[src/rtl/fifo_wr_arbiter.sv]
// Round-robin burst arbiter sharing the async_fifo write port among NUM_REQ producers.
// Optional FIFO_WR_ARB_STATS_EN adds a saturating stall_cnt output.
module fifo_wr_arbiter #(
  parameter int NUM_REQ   = 4,
  parameter int DATA_W    = 24,
  parameter int MAX_BURST = 8
) (
  input  logic                      clk,
  input  logic                      rst,
  input  logic [NUM_REQ-1:0]        req_valid,
  input  logic [NUM_REQ*DATA_W-1:0] req_data,
  output logic [NUM_REQ-1:0]        req_ready,
  output logic [NUM_REQ-1:0]        grant,
  input  logic                      fifo_full,
  output logic                      w_enable,
  output logic [DATA_W-1:0]         w_data,
`ifdef FIFO_WR_ARB_STATS_EN
  output logic [15:0]               stall_cnt,
`endif
  output logic                      busy
);

  localparam int CNT_W = $clog2(MAX_BURST + 1);
  localparam int OWN_W = $clog2(NUM_REQ);
  localparam logic [0:0]       ST_IDLE  = 1'b0;
  localparam logic [0:0]       ST_BURST = 1'b1;
  localparam logic [CNT_W-1:0] CNT_LAST = CNT_W'(MAX_BURST - 1);
  localparam logic [OWN_W-1:0] OWN_LAST = OWN_W'(NUM_REQ - 1);
  localparam logic [NUM_REQ-1:0] ONE_HOT0 = {{(NUM_REQ-1){1'b0}}, 1'b1};

  logic [0:0]         state_q, state_d;
  logic [NUM_REQ-1:0] grant_q, grant_d;
  logic [CNT_W-1:0]   beat_cnt_q, beat_cnt_d;
  logic [OWN_W-1:0]   last_owner_q, last_owner_d;
  logic [OWN_W-1:0]   owner_q, owner_d;

  logic               pick_found_s;
  logic [OWN_W-1:0]   pick_idx_s;
  logic               owner_valid_s;
  logic               beat_s;
  logic [DATA_W-1:0]  data_arr_s [NUM_REQ];

  // Round-robin search; descending scan so the nearest index after last_owner wins
  always_comb begin
    pick_found_s = 1'b0;
    pick_idx_s   = '0;
    for (int i = NUM_REQ; i >= 1; i--) begin
      logic [OWN_W-1:0] idx_v;
      idx_v = OWN_W'((int'(last_owner_q) + i) % NUM_REQ);
      if (req_valid[idx_v]) begin
        pick_found_s = 1'b1;
        pick_idx_s   = idx_v;
      end else begin
        pick_found_s = pick_found_s;
      end
    end
  end

  // Unpack the flat requester data bus
  always_comb begin
    for (int i = 0; i < NUM_REQ; i++) begin
      data_arr_s[i] = req_data[i*DATA_W +: DATA_W];
    end
  end

  assign owner_valid_s = req_valid[owner_q];
  assign beat_s        = (state_q == ST_BURST) & owner_valid_s & ~fifo_full;

  // Burst FSM next-state
  always_comb begin
    state_d      = state_q;
    grant_d      = grant_q;
    beat_cnt_d   = beat_cnt_q;
    last_owner_d = last_owner_q;
    owner_d      = owner_q;
    case (state_q)
      ST_IDLE: begin
        if (pick_found_s) begin
          state_d    = ST_BURST;
          owner_d    = pick_idx_s;
          grant_d    = ONE_HOT0 << pick_idx_s;
          beat_cnt_d = '0;
        end else begin
          state_d = ST_IDLE;
        end
      end
      ST_BURST: begin
        if (!owner_valid_s) begin
          state_d      = ST_IDLE;
          last_owner_d = owner_q;
          grant_d      = '0;
        end else if (beat_s && (beat_cnt_q == CNT_LAST)) begin
          state_d      = ST_IDLE;
          last_owner_d = owner_q;
          grant_d      = '0;
          beat_cnt_d   = '0;
        end else if (beat_s) begin
          beat_cnt_d = beat_cnt_q + {{(CNT_W-1){1'b0}}, 1'b1};
        end else begin
          // fifo_full stall: everything frozen, owner keeps the port
          beat_cnt_d = beat_cnt_q;
        end
      end
      default: begin
        state_d      = ST_IDLE;
        grant_d      = '0;
        beat_cnt_d   = '0;
        last_owner_d = OWN_LAST;
      end
    endcase
  end

  // FSM and arbitration registers
  always_ff @(posedge clk or posedge rst) begin
    if (rst) begin
      state_q      <= ST_IDLE;
      grant_q      <= '0;
      beat_cnt_q   <= '0;
      last_owner_q <= OWN_LAST;
      owner_q      <= '0;
    end else begin
      state_q      <= state_d;
      grant_q      <= grant_d;
      beat_cnt_q   <= beat_cnt_d;
      last_owner_q <= last_owner_d;
      owner_q      <= owner_d;
    end
  end

  assign grant     = grant_q;
  assign busy      = (state_q == ST_BURST);
  assign w_enable  = beat_s;
  assign req_ready = beat_s ? grant_q : '0;
  assign w_data    = beat_s ? data_arr_s[owner_q] : '0;

`ifdef FIFO_WR_ARB_STATS_EN
  logic [15:0] stall_cnt_q, stall_cnt_d;

  // Saturating count of cycles the owner was blocked by fifo_full
  always_comb begin
    if (busy && owner_valid_s && fifo_full && (stall_cnt_q != 16'hFFFF)) begin
      stall_cnt_d = stall_cnt_q + 16'd1;
    end else begin
      stall_cnt_d = stall_cnt_q;
    end
  end

  // Stall counter register
  always_ff @(posedge clk or posedge rst) begin
    if (rst) begin
      stall_cnt_q <= 16'd0;
    end else begin
      stall_cnt_q <= stall_cnt_d;
    end
  end

  assign stall_cnt = stall_cnt_q;
`endif

endmodule

[config.mk]
export PLATFORM = sky130hd
export DESIGN_NAME = fifo_wr_arbiter
export DESIGN_NICKNAME = d
export VERILOG_FILES = /design/src/rtl/fifo_wr_arbiter.sv
export SDC_FILE = /design/constraint.sdc
export NUM_CORES = 1
export LEC_CHECK = 0
export ABC_CLOCK_PERIOD_IN_PS = 2500
export CAP_MARGIN = 20
export CORE_MARGIN = 2
export CORE_UTILIZATION = 31
export CTS_BUF_LIST = sky130_fd_sc_hd__clkbuf_4 sky130_fd_sc_hd__clkbuf_8
export CTS_CLUSTER_DIAMETER = 120
export DETAILED_ROUTE_END_ITERATION = 8
export HOLD_SLACK_MARGIN = 0.12
export PLACE_DENSITY = 0.82
export SLEW_MARGIN = 20
export SYNTH_ARGS = -nofsm -noshare
export SYNTH_HDL_FRONTEND = slang
export SYNTH_SLANG_ARGS = --single-unit
[constraint.sdc]
create_clock -name clk -period 2.5 [get_ports clk]
set_clock_uncertainty 0.1 [all_clocks]
set_input_delay 0.625 -clock clk [delete_from_list [all_inputs] [get_ports clk]]
set_output_delay 0.625 -clock clk [all_outputs]
set_load 0.005 [all_outputs]
== Word level (Yosys, flattened, before mapping) ==
Cells that the tools add are included.
Cells by class
  muxes and demuxes: 38
  reductions and logical operators: 5
  shifts and indexed selects: 1
  add/sub/neg operators: 5
  magnitude comparators: 6
  bitwise logic cells: 5
  eq/ne operators: 6
Operators by type and width (count)
  24-bit two-way mux: 3
  24-bit binary-select mux with 2-bit select: 1
  4-bit two-way mux: 8
  4-bit one-hot mux with 2 select lines: 2
  2-bit by 3-bit less-than comparator with 1-bit output, second input constant: 5
  1-bit two-way mux: 12
  2-bit two-way mux: 6
  1-bit binary-select mux with 2-bit select: 5
  2-bit AND reduction: 3
  2-bit by 1-bit adder with 2-bit output, second input constant: 2
  2-bit adder, second input constant: 2
  4-bit by 1-bit adder with 4-bit output, second input constant: 1
  4-bit by 3-bit equality test with 1-bit output, second input constant: 1
  2-bit by 1-bit inequality test with 1-bit output, second input constant: 2
  1-bit by 2-bit << shifter with 4-bit output, first input constant: 1
  3-bit greater-or-equal comparator, second input constant: 1
  3-bit by 1-bit inequality test with 1-bit output, second input constant: 1
  3-bit by 2-bit inequality test with 1-bit output, second input constant: 1
  2-bit NOT with 3-bit output: 1
  3-bit AND reduction: 1
  1-bit bitwise AND: 2
  2-bit inequality test, second input constant: 1
  1-bit NOT: 2
  1-bit one-hot mux with 2 select lines: 1
  1-bit logical AND: 1
Word-level totals
  output and inout bits: 34
  input port bits: 103
  register bits after elaboration: 13

== Depth between registers and ports, before layout ==
  depth after elaboration: 10
  mapped depth: 6
  mapped depth without buffers: 5

== Worst setup path after synthesis ==
No wires, ideal clock.
  path kind: input port to output port
  from: in req_valid[3]
  to: out w_data[0]
  arrival: 1.626 ns
  buffers on the path: 2
  required time: 1.775 ns
  path slack: 0.149 ns
  stages on the path: 4
  path through: mux4_2 > clkbuf_2 > clkbuf_1 > and3_1
On the way
  longest elaborated chain between the ends: 5
RTL lines
  start: declaration: line 10  | input logic [NUM_REQ-1:0] req_valid,
  1-bit binary-select mux with 2-bit select: line 66  | assign owner_valid_s = req_valid[owner_q];
  1-bit two-way mux (not written as such): line 66
  1-bit bitwise AND (2 in series): line 67  | assign beat_s = (state_q == ST_BURST) & owner_valid_s & ~fifo_full;
  24-bit two-way mux: line 134  | assign w_data = beat_s ? data_arr_s[owner_q] : '0;
  end: declaration: line 16  | output logic [DATA_W-1:0] w_data,
Every way passes these cells. The select of a mux whose other input is x is not followed.

== Final worst setup path ==
  from: in req_data[20]
  to: out w_data[20]
On the way
  longest elaborated chain between the ends: 4
RTL lines
  start: declaration: line 11  | input logic [NUM_REQ*DATA_W-1:0] req_data,
  24-bit binary-select mux with 2-bit select: line 134
  24-bit two-way mux (not written as such) (2 in series): line 134
  24-bit two-way mux: line 134
Every way passes these cells. The select of a mux whose other input is x is not followed.

==> run summary <==
Routed vias/inst = 5.75
RSZ-0062 raised after global routing = true
DIE AREA = 5280 sq um
Crit path kind = in -> out
Vias in the first global route = 2082
EDFF count, synth = 0
Num ports = 137
Cell variety after synth = 34
Most used DFF post-synth = dfrtp_1
Peak VDD IR = 0.582 mV
Clk pin slew, worst setup/hold paths = 0.05 ns
Number of DRC markers after the initial detailed-route iteration = 114
Tot Pwr = 0.00306 W
Hold Fails Final Rpt = 0
Syn Inst Count = 130
Worst-margin pin slew = 0.562 ns
Global-route wire length before repair = 11.4 mm
Post-synthesis sequential area ratio = 0.224
Ys Warns = 0
Initial Utilization = 0.329
Fin crit share = 1.06
Synth Cell Area = 1460 sq um
CP arrival = 1.91 ns
Fmax = 0.379 GHz
TritonCTS buffer count = 3
#FFs+latches synth = 13
Async SR Flop Fraction = 1.00
Antenna violations before repair = 0
Hold WC Path Type = reg -> reg
Root Driver = clkbuf_8
Slew Limit Fails = 0
Placed Instances = 322
DRC = 0
LEAKAGE = 1.53 nW
H-tree depth = 1
Dpl hpwl = 5.30 mm
R2r endpoint = beat_cnt_q[3]$_DFFE_PP0P_
Fin cells = 350
Required @ worst endpoint = 1.77 ns
Max clock buf depth = 2
Failing checks = setup timing
Nets@finish = 403
Gr usage total = 0.285
Final wirelength = 8.25 mm
Via count = 2012
Global route total overflow = 0
Share of layout cells above drive strength 1 = 0.460
Final Util = 0.792
FF-to-FF path depth = 10
Routed Antenna Nets = 0
Drt pass-1 iters = 4
Status = finished, violations left
CTS tree = yes
Type of origin of the critical path = input port
Largest net degree at the start of global routing = 21
Reg2reg setup slack = 0.10 ns
Chip width = 72.7 um
Final WS setup = -0.139 ns
Final Wtd Congestion = 0.887
Worst hold stages = 1
Worst-path fanout max = 1
Comb power frac = 0.801
DR WL/cell = 23.6 um
Antenna cells = 0
Slew HR = 0.620
CTS Hold Bufs = 0
Std cell rows = 24
Largest cells by area after synthesis = mux4_2 (39%), dfrtp_1 (19%), and3_1 (12%)
Cell Pwr Density = 869 nW/um^2
Clock Latency Late Sink = 0.25 ns
Sw frac = 0.355
Post-Syn Nets = 234
Critical Path Sink Type = primary output
Area share of the largest cell type after synthesis = 0.385
Internal = 0.00197 W
Port buffer count = 136
Core box area = 4440 sq um
Area leader, netlist = mux4_2
Max cap viols = 0
Reg-to-Reg Start = owner_q[0]$_DFFE_PP0P_
Sequential share of power = 0.133
Layout area overhead = 141%
Syn Area/Cell = 11.2 sq um
Tmin final = 2.64 ns
Vert. Die Dim = 72.7 um
Clock sink count = 13
Synth top cells by count = and3_1 (29), mux4_2 (25), dfrtp_1 (11), clkbuf_1 (7), nor2_1 (6)
Hold EP = beat_cnt_q[3]$_DFFE_PP0P_
Fin Setup TNS = -1.78 ns
Final Setup Violations = 27
Worst min-delay path startpoint = beat_cnt_q[3]$_DFFE_PP0P_
Net Switching = 0.00108 W
Most numerous cell in the Yosys netlist = and3_1
Clock share of power = 0.066
[state kept, by name, indices dropped and copies added, names as in the netlist]
name / cells
last_owner_q: 2
busy: 1
grant: 4
beat_cnt_q: 4
owner_q: 2
[worst max path at each step]
stage                                 startpoint      endpoint  slack (ns)
after floorplan                     req_valid[3]     w_data[0]        0.15
after global placement              req_valid[0]  req_ready[3]       -0.66
after detailed placement            req_valid[0]     w_data[0]       -0.72
after CTS                 owner_q[0]$_DFFE_PP0P_     w_data[0]       -0.08
after global routing                req_data[20]    w_data[20]       -0.15
final                               req_data[20]    w_data[20]       -0.14
[metal layers]
layer | routed length, um | vias up | part of all wire | track usage
li1 | - | 868 | - | -
met1 | 2980 | 1009 | 0.36 | 0.303
met2 | 4160 | 105 | 0.50 | 0.510
met3 | 674 | 30 | 0.082 | 0.0843
met4 | 431 | 0 | 0.052 | 0.140
met5 | 0 | - | 0 | 0
[worst max-delay path: stages]
cell and delay (ns):
clkdlybuf4s50_1 0.46, mux4_2 0.52, and3_4 0.20, buf_6 0.10
[per-stage QoR]
step / hold WS (ns) / setup slack, ns / area, sq um
after global routing: 0.461 / -0.155 / 3520
after CTS: 0.430 / -0.0797 / 3340
after detailed placement: 0.400 / -0.722 / 2980
after global placement: 0.406 / -0.662 / 2980
final: 0.426 / -0.139 / 3520
after floorplan: 0.387 / 0.149 / 1460
[cells in the final DEF (no fill, tap or decap), types with 4 or more instances in the layout]
master           synthesis  layout
buf_6                    1      50
dlymetal6s2s_1           0       6
mux4_2                  25      25
buf_4                    0      16
and3_4                   0      27
nor2_1                   6       6
o21ai_0                  5       5
nand2_1                  5       5
clkdlybuf4s50_1          0      96
a21o_1                   4       4
dfrtp_1                 11      11
[final cells by class]
class	count	area (sq um)
repair buffers	176	1860
multi-input cells	102	1200
fillers	263	926
flip-flops and latches	13	328
well taps	52	65.1
clock buffers	4	48.8
inverters	3	13.8
[logic make-up (layout without fill, tap and decap cells)]
logic type                 count (synthesis)  after routing  share of synthesized area
buffers and inverters                     15            183                     0.0471
AOI/OAI and AO/OA                         21             21                      0.109
and+or+nand+nor                           53             53                      0.211
adders and majority gates                  1              1                    0.00856
DFF                                       13             13                      0.224
muxes                                     27             27                      0.401
[power groups by stage]
stage / logic [W] / registers, W / clock network [W]
CTS: 0.00223 / 0.000404 / 0.000201
detailed placement: 0.00173 / 0.000407 / 0
global route: 0.00257 / 0.000425 / 0.000213
floorplan: 0.000984 / 0.000382 / 0
finish: 0.00245 / 0.000407 / 0.000201
global placement: 0.00170 / 0.000404 / 0
[repair_timing]
action                                  CTS  global route
buffers inserted                         18             1
resized for setup                       192            31
cloned                                    4             1
pin swaps                                 5             0
endpoints found under the setup margin   29            29
Power figures use the tool's default switching activity.
